===== config.mk =====
export PLATFORM = sky130hd
export DESIGN_NAME = softmax_divider
export DESIGN_NICKNAME = d
export VERILOG_FILES = /design/src/rtl/softmax_divider.sv
export SDC_FILE = /design/constraint.sdc
export NUM_CORES = 1
export LEC_CHECK = 0
export ABC_AREA = 1
export CAP_MARGIN = 20
export CELL_PAD_IN_SITES_DETAIL_PLACEMENT = 1
export CELL_PAD_IN_SITES_GLOBAL_PLACEMENT = 2
export CORE_MARGIN = 3
export CORE_UTILIZATION = 25
export DETAILED_ROUTE_END_ITERATION = 12
export PLACE_DENSITY = 0.71
export SLEW_MARGIN = 10
export SYNTH_ARGS = -nofsm -noshare
export SYNTH_HDL_FRONTEND = slang
export SYNTH_SLANG_ARGS = --single-unit

===== constraint.sdc =====
create_clock -name clk -period 3.3 [get_ports clk]
set_input_delay 0.33 -clock clk [delete_from_list [all_inputs] [get_ports clk]]
set_output_delay 0.33 -clock clk [all_outputs]
set_load 0.1 [all_outputs]

===== src/rtl/softmax_divider.sv =====
`default_nettype none
// +----------------------------------------------------------------------------+
// | softmax_divider: alpha = dividend / sum in unsigned Q1.31, bit-serial      |
// | restoring divider feeding the alpha FIFO. Option: SOFTMAX_ROUND_EN.        |
// | Revision: 1.0                                                              |
// +----------------------------------------------------------------------------+
module softmax_divider #(
   parameter int SM_DATA_WIDTH     = 108,
   parameter int SM_SUM_DATA_WIDTH = 108,
   parameter int ALPHA_DATA_WIDTH  = 32,
   parameter int MAX_NODES         = 168,
   localparam int NUM_NODE_WIDTH   = $clog2(MAX_NODES)
) (
   input  logic                                        clk,
   input  logic                                        rst_n,
   input  logic [SM_DATA_WIDTH-1:0]                    dividend_ff_dout,
   input  logic                                        dividend_ff_empty,
   output logic                                        dividend_ff_rd_vld,
   input  logic [NUM_NODE_WIDTH+SM_SUM_DATA_WIDTH-1:0] divisor_ff_dout,
   input  logic                                        divisor_ff_empty,
   output logic                                        divisor_ff_rd_vld,
   output logic [ALPHA_DATA_WIDTH-1:0]                 alpha_ff_din,
   output logic                                        alpha_ff_wr_vld,
   input  logic                                        alpha_ff_full,
   output logic                                        subgraph_done,
   output logic                                        busy
);

`ifdef SOFTMAX_ROUND_EN
   localparam int C_ITER = ALPHA_DATA_WIDTH + 1;
`else
   localparam int C_ITER = ALPHA_DATA_WIDTH;
`endif
   localparam int C_CNT_W = $clog2(C_ITER + 1);
   localparam int C_REM_W = SM_SUM_DATA_WIDTH + 1;
   localparam int C_CMP_W = ((SM_DATA_WIDTH > C_REM_W) ? SM_DATA_WIDTH : C_REM_W) + 1;

   typedef enum logic [1:0] {
      S_IDLE     = 2'd0,
      S_WAIT_DIV = 2'd1,
      S_DIVIDE   = 2'd2,
      S_OUT      = 2'd3
   } state_t;

   state_t                        r_state;
   logic [SM_SUM_DATA_WIDTH-1:0]  r_sum;
   logic [NUM_NODE_WIDTH-1:0]     r_num_node;
   logic [NUM_NODE_WIDTH-1:0]     r_node_cnt;
   logic [C_REM_W-1:0]            r_rem;
   logic [C_ITER-2:0]             r_quot;
   logic [C_CNT_W-1:0]            r_bit_cnt;
   logic                          r_special;
   logic [ALPHA_DATA_WIDTH-1:0]   r_special_val;
   logic [ALPHA_DATA_WIDTH-1:0]   r_alpha;
   logic                          r_done;

   logic [SM_SUM_DATA_WIDTH-1:0]  w_div_sum;
   logic [NUM_NODE_WIDTH-1:0]     w_div_num;
   logic [C_REM_W-1:0]            w_sum_ext;
   logic                          w_q_bit;
   logic [C_REM_W-1:0]            w_rem_sub;
   logic [C_ITER-1:0]             w_quot_nxt;
   logic [ALPHA_DATA_WIDTH-1:0]   w_result;
   logic [C_CMP_W-1:0]            w_dividend_ext;
   logic [C_CMP_W-1:0]            w_two_sum;
   logic [NUM_NODE_WIDTH-1:0]     w_node_cnt_nxt;

   assign w_div_sum      = divisor_ff_dout[SM_SUM_DATA_WIDTH-1:0];
   assign w_div_num      = divisor_ff_dout[NUM_NODE_WIDTH+SM_SUM_DATA_WIDTH-1:SM_SUM_DATA_WIDTH];
   assign w_sum_ext      = {1'b0, r_sum};
   assign w_q_bit        = (r_rem >= w_sum_ext);
   assign w_rem_sub      = r_rem - (w_q_bit ? w_sum_ext : '0);
   assign w_quot_nxt     = {r_quot, w_q_bit};
   assign w_dividend_ext = C_CMP_W'(dividend_ff_dout);
   assign w_two_sum      = C_CMP_W'({r_sum, 1'b0});
   assign w_node_cnt_nxt = r_node_cnt + 1'b1;

`ifdef SOFTMAX_ROUND_EN
   // Guard bit rounds half-up; a carry out of the top means the result saturates.
   logic [ALPHA_DATA_WIDTH:0] w_rounded;
   assign w_rounded = {1'b0, w_quot_nxt[C_ITER-1:1]} + {{ALPHA_DATA_WIDTH{1'b0}}, w_quot_nxt[0]};
   assign w_result  = w_rounded[ALPHA_DATA_WIDTH] ? '1 : w_rounded[ALPHA_DATA_WIDTH-1:0];
`else
   assign w_result  = w_quot_nxt;
`endif

   // Strobes are suppressed while reset is sampled so nothing is popped or pushed then.
   assign divisor_ff_rd_vld  = !rst_n && (r_state == S_IDLE)     && !divisor_ff_empty;
   assign dividend_ff_rd_vld = !rst_n && (r_state == S_WAIT_DIV) && !dividend_ff_empty;
   assign alpha_ff_wr_vld    = !rst_n && (r_state == S_OUT)      && !alpha_ff_full;
   assign alpha_ff_din       = r_alpha;
   assign subgraph_done      = r_done;
   assign busy               = (r_state != S_IDLE);

   always_ff @(posedge clk) begin
      if (rst_n) begin
         r_state       <= S_IDLE;
         r_sum         <= '0;
         r_num_node    <= '0;
         r_node_cnt    <= '0;
         r_rem         <= '0;
         r_quot        <= '0;
         r_bit_cnt     <= '0;
         r_special     <= 1'b0;
         r_special_val <= '0;
         r_alpha       <= '0;
         r_done        <= 1'b0;
      end else begin
         r_done <= 1'b0;
         case (r_state)
            S_IDLE: begin
               if (divisor_ff_rd_vld) begin
                  r_sum      <= w_div_sum;
                  r_num_node <= w_div_num;
                  r_node_cnt <= '0;
                  if (w_div_num == '0) r_done  <= 1'b1;
                  else                 r_state <= S_WAIT_DIV;
               end
            end
            S_WAIT_DIV: begin
               if (dividend_ff_rd_vld) begin
                  r_bit_cnt <= '0;
                  r_quot    <= '0;
                  r_state   <= S_DIVIDE;
                  // Special cases still sit through the full iteration count.
                  if (r_sum == '0) begin
                     r_special     <= 1'b1;
                     r_special_val <= '0;
                     r_rem         <= '0;
                  end else if (w_dividend_ext >= w_two_sum) begin
                     r_special     <= 1'b1;
                     r_special_val <= '1;
                     r_rem         <= '0;
                  end else begin
                     r_special     <= 1'b0;
                     r_special_val <= '0;
                     r_rem         <= C_REM_W'(dividend_ff_dout);
                  end
               end
            end
            S_DIVIDE: begin
               r_rem     <= w_rem_sub << 1;
               r_quot    <= w_quot_nxt[C_ITER-2:0];
               r_bit_cnt <= r_bit_cnt + 1'b1;
               if (r_bit_cnt == C_CNT_W'(C_ITER - 1)) begin
                  r_alpha <= r_special ? r_special_val : w_result;
                  r_state <= S_OUT;
               end
            end
            S_OUT: begin
               if (alpha_ff_wr_vld) begin
                  r_node_cnt <= w_node_cnt_nxt;
                  if (w_node_cnt_nxt == r_num_node) begin
                     r_done  <= 1'b1;
                     r_state <= S_IDLE;
                  end else begin
                     r_state <= S_WAIT_DIV;
                  end
               end
            end
            default: r_state <= S_IDLE;
         endcase
      end
   end

endmodule
`default_nettype wire


After elaboration in Yosys (flattened, before gate mapping)
Index checks and enable logic that the tools add are counted.

word-level totals
  bits of input ports = 229
  memory bits (read-only) = 0
  bits in latches = 0
  output and inout port bits = 37
  flip-flop bits (word level) = 338
  RAM bits = 0
  logic and storage cells = 77
  memories kept = 0

cells by class
  multipliers = 0
  eq/ne operators = 10
  bitwise gates (word level) = 0
  $lt $le $gt $ge = 2
  shifts and indexed selects = 0
  div/mod/pow operators = 0
  multiplexer cells = 29
  $add $sub $neg = 3
  reductions and logical operators = 22

operator list
  operator             count
  $mux 108             3
  $pmux 109 s2         1
  $ge 108x109->1       1
  $ge 109x108->1       1
  $mux 109             1
  $logic_not 108->1    1
  $sub 108x108->108    1
  $mux 32              3
  $pmux 31 s2          1
  $mux 31              1
  $mux 8               2
  $pmux 8 s2           1
  $pmux 6 s2           1
  $mux 2               5
  $ne 2x2->1 const B   5
  $add 8x1->8 const B  1
  $eq 8x8->1           1
  $logic_not 8->1      1
  $pmux 2 s4           1
  $reduce_and 2->1     4
  $mux 1               7
  $add 6x1->6 const B  1
  $eq 6x5->1 const B   1
  $logic_and 1x1->1    6
  other kinds (9)      15

Longest topological paths before layout
  word-level depth = 5
  depth in mapped cells = 39
  gate-level depth less buffers = 38

Worst setup path before layout
OpenSTA, ideal clock, no wires.

  path type = reg2reg
  from = reg r_state[0]
  to = reg r_node_cnt[4]
  period minus slack after synthesis = 3.899 ns
  stages on the path, launching flop included = 9
  setup time = 0.065 ns
  required time = 3.235 ns
  arrival time = 3.834 ns
  buffers on the path = 0
  slack = -0.599 ns
  cells stage by stage = dfxtp_1 -> ha_1 -> inv_1 -> nor3_1 -> o21ai_2 -> nor2_2 -> inv_1 -> o21a_1 -> nor2_1

on the way
  word-level cells in the longest chain between the ends = 5
  elaborated cells between the ends (all ways) = 11
  those cells by class = 3 x eq/ne; 1 x mux; 7 x reduce/logical

ends and longest elaborated chain
  what                               RTL line  RTL
  from (decl)                        45        state_t r_state;
  from (signal assigned)             97        r_state <= S_IDLE;
  from (signal assigned)             117       else r_state <= S_WAIT_DIV;
  from (signal assigned)             124       r_state <= S_DIVIDE;
  $eq 2x2->1                         90        assign alpha_ff_wr_vld = !rst_n && (r_state == S_OUT) && !alpha_ff_full;
  $logic_and 1x1->1 (2 in series)    90
  via alpha_ff_wr_vld                23        output logic alpha_ff_wr_vld,
  $ne 2x2->1 (no source line)        --
  $reduce_and 3->1 (no source line)  --
  to (signal assigned)               152       r_node_cnt <= w_node_cnt_nxt;
  to (decl)                          48        logic [NUM_NODE_WIDTH-1:0] r_node_cnt;

The timed path passes the listed nets, and every way through them passes these cells.
A chain may end at the register's enable or synchronous reset.

Final worst setup path
  from = reg r_sum[24]
  to = reg r_rem[83]

on the way
  word-level cells in the longest chain between the ends = 5
  elaborated cells between the ends (all ways) = 9
  those cells by class = 1 x add/sub; 2 x order compare; 5 x mux; 1 x reduce/logical

ends and longest elaborated chain
  what                                                                    RTL line  RTL
  from (decl)                                                             46        logic [SM_SUM_DATA_WIDTH-1:0] r_sum;
  from (signal assigned)                                                  113       r_sum <= w_div_sum;
  parallel branches: the longest is 4 deep, another holds $ge 109x108->1  --
  $pmux 109 s2 (*)                                                        110       case (r_state)
  to (signal assigned)                                                    137       r_rem <= C_REM_W'(dividend_ff_dout);
  to (signal assigned)                                                    142       r_rem <= w_rem_sub << 1;
  to (decl)                                                               49        logic [C_REM_W-1:0] r_rem;

Mark *: on every way between the ends. The select of a mux whose other input is x is not followed.

==> results.sh <==
export IMPL_crit_required_ns=3.82
export IMPL_wire_per_inst_microns=20.0
export IMPL_reg2reg_depth=32
export IMPL_syn_area_sq_um=27700
export IMPL_period_share_pct=139
export IMPL_placed_cells=7176
export IMPL_fin_nets=6394
export IMPL_drtAntennaViolNets=0
export IMPL_design_area_sq_um=47300
export IMPL_crit_type="flip-flop to flip-flop"
export IMPL_relSlewSlack_pct=33.8
export IMPL_seq_area_frac_synth_pct=22.2
export IMPL_via_count=35230
export IMPL_timing_rr_start="r_sum[24]"
export IMPL_die_w_microns=339
export IMPL_place_hpwl_microns=118000
export IMPL_ys_async_sr_fraction_pct=0
export IMPL_cts_tree="done"
export IMPL_ff2ff_setup_slack_ns=-1.28
export IMPL_area_growth_synth_to_final_pct=71.0
export IMPL_synth_edff_count=0
export IMPL_grt_pass1_vias=37300
export IMPL_critPathLaunchType="flip-flop"
export IMPL_hold_depth=5
export IMPL_cts_max_level=2
export IMPL_wl_microns=147000
export IMPL_reg2reg_to="r_rem[83]"
export IMPL_finalSetupViolCount=108
export IMPL_clock_sinks=307
export IMPL_clk_latency_ns=0.64
export IMPL_synth_main_ff_cell="dfxtp_1"
export IMPL_hold_start="rst_n"
export IMPL_cp_slowest_stage_delay_ns=0.36
export IMPL_die_area_sq_um=115000
export IMPL_end_kind="flip-flop"
export IMPL_drt_pass1_iter_count=7
export IMPL_cts_buffers=42
export IMPL_drc=0
export IMPL_finalWeightedCongestion=0.985
export IMPL_min_path_type="primary input to flip-flop"
export IMPL_fmax_ghz=0.219
export IMPL_cts_clk_slew_worst_paths_ns=0.06
export IMPL_drv_slew=0
export IMPL_clk_path_buf_depth=3
export IMPL_ys_ff_latch=307
export IMPL_cp_max_fo=8
export IMPL_placed_area_sq_um=41200
export IMPL_violations="setup timing"
export IMPL_io_buffer_count=265
export IMPL_antenna_found_initial=5
export IMPL_worstMarginPinSlew_ns=0.989
export IMPL_grtUsageTotal_pct=24.4
export IMPL_overflow=0
export IMPL_via_per_inst=4.80
export IMPL_critPathArrivalTime_ns=5.09
export IMPL_syn_nets=5127
export IMPL_synth_distinct_cells=47
export IMPL_rsz0062_at_grt="true"
export IMPL_path_buf_inv=9
export IMPL_fin_crit_ns=4.58
export IMPL_grt_pass1_wl_microns=220000
export IMPL_outcome="complete, but fails checks"
export IMPL_syn_avg_cell_area_sq_um=6.06
export IMPL_finalClockSkew_ns=0.0377
export IMPL_fillers=13663
export IMPL_ios=266
export IMPL_core_area_sq_um=109000
export IMPL_clockRootBuffer="clkbuf_16"
export IMPL_critPathSlowestCell="dfxtp_2"
export IMPL_grt_max_degree=106
export IMPL_yosysWarningCount=0
export IMPL_max_cap_viol_count=0
export IMPL_hold_violations=0
export IMPL_holdPathEnd="r_special_val[30]"
export IMPL_placementRows=121
export IMPL_die_y_microns=339
export IMPL_diodes=0
export IMPL_drtIter0Drc=1401
export IMPL_start_util_pct=25.3
export IMPL_worst_slack_ns=-1.28
export IMPL_holdWs_ns=0.178
export IMPL_drive_above_1_share_pct=39.0
export IMPL_path_delay_family="simple AND/OR/NAND/NOR gates"
export IMPL_finalNonFillerCells=7343
export IMPL_synthCells=4569
-- worst max-delay path by stage --
stage               start         end  slack (ns)  cells past startpoint
6_report        r_sum[24]   r_rem[83]       -1.28                     32
5_1_grt          r_sum[8]  r_rem[103]       -1.52                     36
4_1_cts        r_sum[103]   r_rem[81]       -1.36                     33
3_5_place_dp    r_sum[24]   r_rem[56]       -1.89                     33
3_3_place_gp    r_sum[24]   r_rem[56]       -1.84                     33
2_1_floorplan  r_sum[107]   r_rem[75]       -0.17                     36
-- flip-flops by register name, summed over array words and instances, names as in the netlist --
signal,cells
alpha_ff_din,32
r_special,1
subgraph_done,1
r_node_cnt,8
r_quot,31
r_state,2
r_num_node,8
r_rem,109
r_special_val,1
r_sum,108
r_bit_cnt,6
-- area by class of cell --
type	instances	area [sq um]	share of cell area, %
inverter	573	2180	4.60
clock buffer	62	1220	2.57
timing repair buffer	1371	11600	24.4
sequential	307	6200	13.1
multi-input combinational	3541	24100	50.9
tap	1476	1850	3.90
clock inverter	13	234	0.494
-- worst register-to-register path: cells and delay by family (launching register included) --
kind,cells,cell delay (ns)
adders and majority gates,2,0.61
buffers and inverters,9,0.87
DFF,1,0.36
and+or+nand+nor,21,2.62
-- cell usage in the layout, fill, tap and decap left out, types with 25 or more instances in the layout --
cell / synthesis / layout
ha_4: 0 / 130
inv_2: 7 / 140
o21ai_0: 340 / 194
nand2_4: 0 / 59
a21oi_4: 0 / 25
buf_12: 0 / 29
nor2_1: 806 / 553
a211oi_1: 88 / 88
a21oi_1: 436 / 301
nor2_4: 0 / 108
a221oi_1: 32 / 32
clkdlybuf4s50_1: 0 / 260
nand4_1: 86 / 86
buf_6: 5 / 27
nand3_1: 178 / 129
nand2_1: 1022 / 795
dfxtp_2: 0 / 46
nand3_2: 1 / 38
o21ai_2: 2 / 46
nor3_1: 55 / 27
clkbuf_16: 0 / 45
inv_1: 565 / 422
a21oi_2: 3 / 113
buf_4: 1 / 1043
o21ai_1: 10 / 104
nor2_2: 5 / 150
ha_1: 328 / 198
dfxtp_1: 307 / 261
o21a_1: 29 / 29
nand2_2: 4 / 168
-- stage by stage --
stage                     setup WS [ns]  util (%)  setup TNS, ns
after floorplan                  -0.169         -          -1.66
after global placement            -1.84      37.7        -154.67
after detailed placement          -1.89      37.7        -157.58
after CTS                         -1.36      40.9        -109.69
after global routing              -1.52      43.2        -137.34
final                             -1.28      43.2        -113.03
-- repair_timing --
action,CTS,global route
buffers inserted,45,49
hold buffers,0,0
endpoints found under the setup margin,107,111
cloned,4,3
resized for setup,505,671
pin swaps,71,188
-- per-layer routing --
layer / part of all wire [%] / up-vias / GRT usage (%)
met2: 48 / 481 / 42.8
met4: 2.9 / 6 / 6.55
li1: - / 17630 / -
met5: 0.026 / - / 0
met3: 3.3 / 159 / 2.83
met1: 46 / 16954 / 31.6
-- logic make-up after synthesis --
group / after synthesis / synth area share (%)
fa+ha+maj: 329 / 14.9
buf+inv: 721 / 10.0
xor+xnor: 23 / 0.728
compound gates: 984 / 19.7
flops: 307 / 22.2
simple gates: 2205 / 32.4
-- cell usage after synthesis, drive strengths merged, types with 8 or more instances --
cell    instances  area (sq um)
a211oi         88           661
a221oi         32           280
ha            328          4100
nand2        1026          3860
o21ai         352          1770
nor2          811          3060
o21a           29           218
nor3           59           315
clkbuf        108           405
buf            40           220
o211ai          8          60.1
o21bai         16           120
a21o            9          67.6
nand3b         14           105
xor2           19           166
inv           572          2150
nor4           20           131
dfxtp         307          6150
nand3         179           901
a21oi         439          2210
nand4          86           538
Power is left out: the tool's default activity adds up to more than one toggle a clock period on the data nets, which glitch-free logic cannot reach.
